### config.mk
export PLATFORM = sky130hd
export DESIGN_NAME = reg_pipe_multi_ch_sum
export DESIGN_NICKNAME = d
export VERILOG_FILES = /design/src/rtl/reg_pipe_multi_ch_sum.sv
export SDC_FILE = /design/constraint.sdc
export NUM_CORES = 1
export LEC_CHECK = 0
export ABC_AREA = 1
export CAP_MARGIN = 20
export CORE_MARGIN = 1.5
export CORE_UTILIZATION = 40
export DETAILED_ROUTE_END_ITERATION = 7
export PLACE_DENSITY_LB_ADDON = 0.08
export RECOVER_POWER = 100
export SLEW_MARGIN = 20
export SYNTH_ARGS = -nofsm -noshare
export SYNTH_HDL_FRONTEND = slang
export SYNTH_SLANG_ARGS = --single-unit
### constraint.sdc
create_clock -name clk -period 1.9 [get_ports clk]
set_input_delay 0.19 -clock clk [delete_from_list [all_inputs] [get_ports clk]]
set_output_delay 0.19 -clock clk [all_outputs]
set_load 0.005 [all_outputs]
### src/rtl/reg_pipe_multi_ch_sum.sv
// reg_pipe_multi_ch_sum
//   Elastic register pipeline that carries CHANNELS data lanes through DEPTH
//   stages. Each stage has its own valid bit, and a ready chain runs backward
//   through the stages. The output word is the full-precision unsigned sum of
//   the lanes held in the last stage.
//   Optional beat counter: define REG_PIPE_MULTI_CH_SUM_BEAT_CNT_EN to build it.
//   When the macro is undefined, beat_cnt is tied to zero.
module reg_pipe_multi_ch_sum #(
    parameter int DATA_WIDTH = 8,
    parameter int CHANNELS   = 2,
    parameter int DEPTH      = 2,
    parameter int SUM_WIDTH  = DATA_WIDTH + $clog2(CHANNELS),
    parameter int CNT_WIDTH  = 16,
    localparam int OCC_WIDTH = $clog2(DEPTH + 1)
) (
    input  logic                           clk,
    input  logic                           rst_n,
    input  logic                           flush,
    input  logic [CHANNELS*DATA_WIDTH-1:0] in_data,
    input  logic                           in_vld,
    output logic                           in_rd,
    output logic [SUM_WIDTH-1:0]           out_data,
    output logic                           out_vld,
    input  logic                           out_rd,
    output logic [OCC_WIDTH-1:0]           occupancy,
    output logic [CNT_WIDTH-1:0]           beat_cnt
);

    localparam int LANE_BITS = CHANNELS * DATA_WIDTH;

    // Zero-extend every lane to the sum width before adding, so no carry is lost.
    function automatic logic [SUM_WIDTH-1:0] lane_sum(input logic [LANE_BITS-1:0] d);
        logic [SUM_WIDTH-1:0] acc;
        acc = '0;
        for (int k = 0; k < CHANNELS; k++) begin
            acc = acc + SUM_WIDTH'(d[k*DATA_WIDTH +: DATA_WIDTH]);
        end
        return acc;
    endfunction

    logic [LANE_BITS-1:0] data_q [DEPTH];
    logic [LANE_BITS-1:0] data_d [DEPTH];
    logic [DEPTH-1:0]     vld_q;
    logic [DEPTH-1:0]     vld_d;
    logic [DEPTH:0]       rdy_s;
    logic [OCC_WIDTH-1:0] occ_q;
    logic [OCC_WIDTH-1:0] occ_d;
    logic                 in_xfer_s;
    logic                 out_xfer_s;

    // Ready ripples backward: a stage can load when it is empty or when its successor can load.
    always_comb begin
        rdy_s        = '0;
        rdy_s[DEPTH] = out_rd;
        for (int s = DEPTH - 1; s >= 0; s--) begin
            rdy_s[s] = ~vld_q[s] | rdy_s[s + 1];
        end
    end

    assign in_rd      = rdy_s[0] & ~flush;
    assign in_xfer_s  = in_vld & in_rd;
    assign out_xfer_s = vld_q[DEPTH-1] & out_rd;
    assign out_vld    = vld_q[DEPTH-1];
    assign out_data   = lane_sum(data_q[DEPTH-1]);
    assign occupancy  = occ_q;

    // Stage next-state: ready stages shift in from their predecessor, stalled stages hold, and flush drops every valid.
    always_comb begin
        data_d   = data_q;
        vld_d    = vld_q;
        data_d[0] = rdy_s[0] ? in_data : data_q[0];
        vld_d[0]  = flush ? 1'b0 : (rdy_s[0] ? in_vld : vld_q[0]);
        for (int s = 1; s < DEPTH; s++) begin
            data_d[s] = rdy_s[s] ? data_q[s-1] : data_q[s];
            vld_d[s]  = flush ? 1'b0 : (rdy_s[s] ? vld_q[s-1] : vld_q[s]);
        end
    end

    // Occupancy next-state: follows the transfer handshakes and drops to zero on flush.
    always_comb begin
        occ_d = occ_q;
        if (flush) begin
            occ_d = '0;
        end else begin
            case ({in_xfer_s, out_xfer_s})
                2'b10:   occ_d = occ_q + OCC_WIDTH'(1'b1);
                2'b01:   occ_d = occ_q - OCC_WIDTH'(1'b1);
                default: occ_d = occ_q;
            endcase
        end
    end

    // Stage and occupancy registers; reset empties the pipe and clears the data.
    always_ff @(posedge clk or negedge rst_n) begin
        if (!rst_n) begin
            for (int s = 0; s < DEPTH; s++) begin
                data_q[s] <= '0;
            end
            vld_q <= '0;
            occ_q <= '0;
        end else begin
            for (int s = 0; s < DEPTH; s++) begin
                data_q[s] <= data_d[s];
            end
            vld_q <= vld_d;
            occ_q <= occ_d;
        end
    end

`ifdef REG_PIPE_MULTI_CH_SUM_BEAT_CNT_EN
    logic [CNT_WIDTH-1:0] cnt_q;
    logic [CNT_WIDTH-1:0] cnt_d;

    // Beat counter next-state: counts output transfers, wraps naturally, and ignores flush.
    always_comb begin
        if (out_xfer_s) begin
            cnt_d = cnt_q + CNT_WIDTH'(1'b1);
        end else begin
            cnt_d = cnt_q;
        end
    end

    // Beat counter register; only reset clears it.
    always_ff @(posedge clk or negedge rst_n) begin
        if (!rst_n) begin
            cnt_q <= '0;
        end else begin
            cnt_q <= cnt_d;
        end
    end

    assign beat_cnt = cnt_q;
`else
    assign beat_cnt = '0;
`endif

endmodule

# Yosys cells after proc, flatten, opt, wreduce, memory -nomap -nowiden
# Index checks and enable logic that the tools add are counted.
# totals
ff_bits	36
# op_classes
bitwise_logic	8
reduce_logical	3
addsub	3
muxes	6
eq_ne	2
# op_table
cell	n
8-bit by 8-bit adder with 9-bit output	1
1-bit two-way mux	4
2-bit one-hot mux with 2 select lines	1
2-bit nonzero test	2
1-bit bitwise AND	3
1-bit NOT	3
3-bit nonzero test	1
2-bit by 1-bit adder with 2-bit output, second input constant	1
2-bit by 1-bit equality test with 1-bit output, second input constant	1
2-bit equality test, second input constant	1
2-bit two-way mux	1
1-bit OR	2
2-bit by 1-bit subtractor with 2-bit output, second input constant	1

# Logic depth before layout (Yosys ltp)
# Gate-level depths: netlist of run 1.
# logic_depth
ltp_word	8
ltp_mapped	9
mapped_depth_nobuf	9

# Least setup slack after synthesis of run 1
# OpenSTA, ideal clock, no wires.
# synth_timing
path_kind	flip-flop to output port
from	register data_q[0] in the netlist's numbering
to	output port out_data[8]
path_stages_with_launch	9
slack_ns	0.337
t_arrival_ns	1.373
cell_sequence	dfrtp_1 -> ha_1 -> fa_1 -> nand4_1 -> nand3_1 -> nand2_1 -> nand2_1 -> nand2_1 -> nand2_1
# synth_via
elab_chain_len	1
# synth_lines
item	line_no	text
from (decl)	41	logic [LANE_BITS-1:0] data_q [DEPTH];
from (signal, indexed assignment)	103	data_q[s] <= data_d[s];
8-bit by 8-bit adder with 9-bit output	36	acc = acc + SUM_WIDTH'(d[k*DATA_WIDTH +: DATA_WIDTH]);
to (decl)	22	output logic [SUM_WIDTH-1:0] out_data,
# No other way between the ends.

# Final worst setup path of run 1
# layout_timing
from	register data_q[0] in the netlist's numbering
to	output port out_data[6]
# Same word-level chain as after synthesis.

==> impl_metrics.py, run 1 <==
metrics = {
    "status": {
        "status": "complete, but fails checks",
        "violations": "negative setup slack",
    },
    "clocking": {
        "cts-root-buf": "clkbuf_8",
        "cts_sinks": 36,
        "cts_tree": "built",
        "clockBufferDepth": 2,
        "cts-htree-levels": 2,
        "clk_pin_slew_ns": 0.07,
        "cts_buffers": 5,
        "clock_latency_ns": 0.28,
    },
    "layout": {
        "diodes": 0,
        "drive_above_1_share_pct": 24.9,
        "layout.nets": 282,
        "syn2layout_area_growth_pct": 30.9,
        "n_fill_cell": 401,
        "mostFrequentLayoutCells": "nand2_1 (68), dfrtp_1 (36), clkdlybuf4s50_1 (19), buf_4 (19)",
        "multiInputGateArea_um2": 897,
        "final_common_cell": "nand2_1",
        "fin_cells": 305,
        "regArea_um2": 901,
    },
    "timing": {
        "slew_viol_final": 0,
        "period_needed_ns": 1.97,
        "grt_setup_unrepaired": "true",
        "worstMarginPinSlew_ns": 0.879,
        "fin_crit_sh_pct": 104,
        "slew_headroom_pct": 41.4,
        "hold_viol_final": 0,
        "setup_viol": 5,
        "fin_skew_ns": 0.00432,
        "max_freq_mhz": 508,
        "fin_ws_ns": -0.0686,
    },
    "logic_synthesis": {
        "synth-seq-cells": 36,
        "synth_top_area_share_pct": 47.9,
        "synth_cells": 195,
        "synth_area_leaders": "dfrtp_1 (48%), nand2_1 (13%), mux2_2 (9.6%), buf_4 (6.8%), ha_1 (5.3%)",
        "synth.avg_cell_area_um2": 9.65,
        "synth_area_um2": 1880,
        "yosys.cell_types.count": 23,
        "ys_seq_area_share_pct": 47.9,
        "yosysTopAreaCell": "dfrtp_1",
        "ys_warn_count": 0,
    },
    "detailed_routing": {
        "drt_iter0_markers": 53,
        "antenna_left": 0,
        "routedWlPerCell_um": 12.0,
        "via_per_inst": 4.65,
        "dr.pass1.iters": 6,
        "vias": 1419,
        "drcViolationCount": 0,
        "routed_wl_um": 3670,
    },
    "worst_setup_path": {
        "endpoint_kind": "output pin",
        "cp_max_fo": 3,
        "path_cells": "ha_4 > fa_2 > nand4_1 > nand3_2 > buf_6 > xor2_1 > buf_2",
        "max_stage_delay_ns": 0.41,
        "worst-path-buf-inv": 2,
        "critical_path_required_ns": 1.71,
        "crit_path_top_delay_cell": "dfrtp_1",
        "crit_arrival_ns": 1.78,
        "path_class": "reg2out",
        "critical_path.top_delay_family": "adder cells",
        "start_kind": "register",
    },
    "placed_design": {
        "dp_hpwl_um": 2620,
        "place_congestion": 0.853,
        "portBuffers": 33,
        "dp_cells": 286,
    },
    "pwr": {
        "power_mw": 1.90,
        "power_leakage_nw": 1.24,
        "ir_worst_vdd_mv": 0.416,
        "power_density_nw_per_um2": 773,
    },
    "global_route": {
        "antenna_found_initial": 0,
        "grt_max_degree": 37,
        "grt_pass1_wl_um": 6350,
        "grt-ovfl-total": 0,
        "grt_pass1_vias": 1384,
        "grt_usage_pct": 16.0,
    },
    "floorplanning": {
        "start_util_pct": 42.3,
        "die_w_um": 71.6,
        "rows": 24,
        "die_area_um2": 5130,
        "core_area_um2": 4440,
        "die-height_um": 71.6,
        "num_io_pins": 50,
    },
    "worst_hold_path": {
        "hp-class": "in2reg",
    },
    "job": {
        "drv_cap": 0,
    },
}
-- synth_stat cells --
master / n
a21o_1: 2
a21oi_1: 4
a31oi_1: 2
buf_2: 1
buf_4: 17
buf_6: 2
conb_1: 1
dfrtp_1: 36
fa_1: 1
ha_1: 8
inv_1: 12
mux2_2: 16
nand2_1: 67
nand2_2: 1
nand2_4: 1
nand3_1: 10
nand3_2: 2
nand4_1: 3
nand4_2: 1
o21ai_0: 2
o21ai_1: 1
xnor2_1: 2
xor2_1: 3
-- layout make-up --
type / count / area share (%)
clock buffers: 7 / 3.51
well taps: 52 / 2.64
flip-flops and latches: 36 / 36.6
repair buffers: 55 / 18.7
multi-input cells: 142 / 36.4
inverters: 12 / 1.83
clock inverters: 1 / 0.305
-- worst min-delay path, cell delays in order --
cell	delay [ns]
clkdlybuf4s50_1	0.39
nand2_1	0.06
nand2_1	0.04
-- sequential cells by signal, indices dropped and copies added (netlist names) --
register	flops
vld_q	2
data_q	32
occupancy	2
-- worst paths after layout --
kind / slack [ns] / to / cells after the start / from
max reg2reg: 0.31 / occupancy[0] / 7 / vld_q[1]
min reg2reg: 0.47 / data_q[25] / 2 / data_q[25]
min in group asynchronous: 0.55 / occupancy[1] / 2 / rst_n
max in group asynchronous: 0.80 / data_q[29] / 2 / rst_n
max: -0.07 / out_data[6] / 7 / data_q[0]
min: 0.44 / data_q[29] / 3 / in_data[13]
-- metrics by stage --
stage	TNS, ns	util [%]	hold WS, ns	area, um^2	setup WS [ns]
after floorplan	0	-	-0.106	1940	0.337
after global placement	-0.516	50.9	0.454	2260	-0.147
after detailed placement	-0.727	50.9	0.459	2260	-0.170
after CTS	-0.385	55.1	0.328	2450	-0.167
after global routing	-0.711	55.4	0.448	2460	-0.165
final	-0.161	55.4	0.441	2460	-0.0686
-- kinds of logic (layout without fill, tap and decap cells) --
| group | count (synthesis) | after routing | synth area share, % |
|---|---|---|---|
| AND/OR/NAND/NOR | 85 | 85 | 19.7 |
| other | 1 | 16 | 0.199 |
| AO/OA/AOI/OAI | 11 | 11 | 3.32 |
| multiplexers | 16 | 16 | 9.57 |
| adder cells (fa/ha/maj) | 9 | 9 | 6.38 |
| flip-flops | 36 | 36 | 47.9 |
| buffers and inverters | 32 | 75 | 10.6 |
| XOR/XNOR | 5 | 5 | 2.33 |
-- power breakdown --
| group | internal, mW | switching, mW | leakage [nW] |
|---|---|---|---|
| clock | 0.294 | 0.260 | 0.0445 |
| combinational | 0.275 | 0.211 | 0.771 |
| sequential | 0.822 | 0.0417 | 0.426 |
| total | 1.39 | 0.512 | 1.24 |
-- timing repair --
action / 4_1_cts / 5_1_grt
endpoints found under the setup margin: 8 / 8
endpoints found under the hold margin: 0 / 0
buffers inserted: 7 / 4
hold buffers: 0 / 0
gates resized for setup: 30 / 7
pin swaps: 11 / 7
-- per-layer routing --
layer  track usage [%]  vias to the layer above  part of all wire, %
met5                 0                        -                    0
met4              6.29                        0                 0.65
met3              4.50                        2                  4.1
met2              23.2                       42                   45
met1              22.7                      664                   50
li1                  -                      711                    -
Note: power is estimated with default switching activity, not from simulation.
==> inputs of run 2 (changes only) <==
- CELL_PAD_IN_SITES_DETAIL_PLACEMENT: default -> 1
- CELL_PAD_IN_SITES_GLOBAL_PLACEMENT: default -> 2
- CORE_UTILIZATION: 40 -> 29
==> run 2 against run 1 <==
The flow still finishes with violations (negative setup slack); global-route usage shrank 2.7 points; sequential share of layout area shrank 0.48 points; largest cell class unchanged; critical endpoint unchanged; clock power about the same.
==> impl_metrics.py, run 2 (synthesis gave the netlist of run 1 again) <==
metrics = {
    "global_route": {
        "grt_max_degree": 37,
        "antenna_found_initial": 0,
        "grt-ovfl-total": 0,
        "grt_pass1_wl_um": 7270,
        "grt_usage_pct": 13.2,
        "grt_pass1_vias": 1485,
    },
    "pwr": {
        "power_mw": 1.92,
        "p_comb_share_pct": 26.1,
        "clockPowerShare_pct": 29.0,
        "swShare_pct": 27.3,
        "power_leakage_nw": 1.25,
        "p_switching_uw": 524,
        "power_density_nw_per_um2": 769,
        "pwr-share-seq_pct": 45.0,
        "p_int_mw": 1.40,
        "ir_worst_vdd_mv": 0.275,
    },
    "timing": {
        "fin_skew_ns": 0.00414,
        "worstMarginPinSlew_ns": 0.911,
        "grt_setup_unrepaired": "true",
        "slew_headroom_pct": 39.2,
        "fin_crit_sh_pct": 107,
        "slew_viol_final": 0,
        "fin_ws_ns": -0.124,
        "hold_viol_final": 0,
        "setup_viol": 4,
        "max_freq_mhz": 494,
        "period_needed_ns": 2.02,
    },
    "layout": {
        "utilization_pct": 39.6,
        "multiInputGateArea_um2": 893,
        "layout.nets": 283,
        "largest_register_ffs": 32,
        "top_register": "data_q",
        "syn2layout_area_growth_pct": 32.8,
        "regArea_um2": 902,
        "mostFrequentLayoutCells": "nand2_1 (68), dfrtp_1 (35), clkdlybuf4s50_1 (19)",
        "drive_above_1_share_pct": 25.2,
        "final_common_cell": "nand2_1",
        "diodes": 0,
        "n_fill_cell": 759,
    },
    "floorplanning": {
        "die_w_um": 83.6,
        "die_area_um2": 6980,
        "core_area_um2": 6310,
        "num_io_pins": 50,
        "die-height_um": 83.6,
        "rows": 29,
        "start_util_pct": 29.8,
    },
    "detailed_routing": {
        "dr.pass1.iters": 4,
        "routed_wl_um": 4280,
        "via_per_inst": 4.29,
        "antenna_left": 0,
        "routedWlPerCell_um": 12.9,
        "drt_iter0_markers": 58,
        "drcViolationCount": 0,
        "vias": 1419,
    },
    "clocking": {
        "clock_latency_ns": 0.28,
        "cts_hold_buffers": 0,
        "cts-root-buf": "clkbuf_8",
        "cts_tree": "built",
        "cts_sinks": 36,
        "cts-htree-levels": 2,
        "clk_pin_slew_ns": 0.07,
        "cts_buffers": 5,
        "clockBufferDepth": 2,
    },
    "worst_setup_path": {
        "crit_path_top_delay_cell": "dfrtp_1",
        "critical_path_required_ns": 1.71,
        "critical_path.startpoint": "data_q[0]",
        "path_cells": "ha_2 > fa_2 > nand4_1 > nand3_2 > buf_6 > xor2_1 > buf_2",
        "path_class": "reg2out",
        "cp_max_fo": 2,
        "crit_arrival_ns": 1.83,
        "r2r-start": "vld_q[1]",
        "endpoint_kind": "output pin",
        "max_stage_delay_ns": 0.39,
        "start_kind": "register",
    },
    "worst_hold_path": {
        "hp-class": "in2reg",
        "worstHoldStart": "in_data[6]",
    },
    "placed_design": {
        "dp_hpwl_um": 3220,
        "place_congestion": 0.778,
        "portBuffers": 33,
    },
    "job": {
        "drv_cap": 0,
    },
    "status": {
        "violations": "negative setup slack",
        "status": "complete, but fails checks",
    },
}
[run 2: final timing paths]
path | depth (start not counted) | endpoint | slack, ns
max | 7 | out_data[6] | -0.12
max reg2reg | 7 | occupancy[0] | 0.29
max in group asynchronous | 2 | data_q[9] | 0.71
min reg2reg | 2 | data_q[30] | 0.47
min | 3 | data_q[22] | 0.44
min in group asynchronous | 2 | data_q[15] | 0.56
[run 2: routing by layer]
layer | share of wire (%) | track usage, % | wire, um | up-vias
li1 | - | - | - | 714
met1 | 46 | 16.7 | 1950 | 666
met2 | 49 | 22.0 | 2090 | 33
met3 | 3.9 | 3.36 | 169 | 6
met4 | 1.7 | 4.92 | 71 | 0
met5 | 0 | 0 | 0 | -
[run 2: per-stage QoR]
stage	TNS, ns	hold WS [ns]	cell area [um^2]	setup slack, ns	instances
2_1_floorplan	0	-0.106	1940	0.337	210
3_3_place_gp	-0.629	0.458	2310	-0.161	314
3_5_place_dp	-0.966	0.460	2310	-0.225	314
4_1_cts	-0.532	0.331	2480	-0.216	327
5_1_grt	-0.900	0.437	2500	-0.232	331
6_report	-0.354	0.440	2500	-0.124	331
[run 2: layout make-up]
| type | count | share of cell area [%] |
|---|---|---|
| Sequential cell | 36 | 36.1 |
| Clock buffer | 8 | 3.61 |
| Timing Repair Buffer | 56 | 18.9 |
| Tap cell | 77 | 3.86 |
| Multi-Input combinational cell | 142 | 35.8 |
| Inverter | 12 | 1.80 |
[run 2: what timing repair did]
action,in CTS,in global routing
resized for setup,36,8
buffers inserted,5,4
pin swaps,13,10
hold endpoints to repair,0,0
setup endpoints to repair,8,8
[run 2: critical path: cells and delay by family (launching register included)]
family,cells,cell delay [ns]
XOR/XNOR,1,0.14
adder cells (fa/ha/maj),2,0.58
buffers and inverters,2,0.24
flip-flops,1,0.39
AND/OR/NAND/NOR,2,0.21
[run 2: power groups by stage]
stage               clock network, mW  logic [mW]  registers, mW
floorplan                           0       0.244          0.863
global placement                    0       0.470          0.873
detailed placement                  0       0.484          0.877
CTS                             0.586       0.489          0.866
global route                    0.618       0.557          0.872
finish                          0.556       0.500          0.863
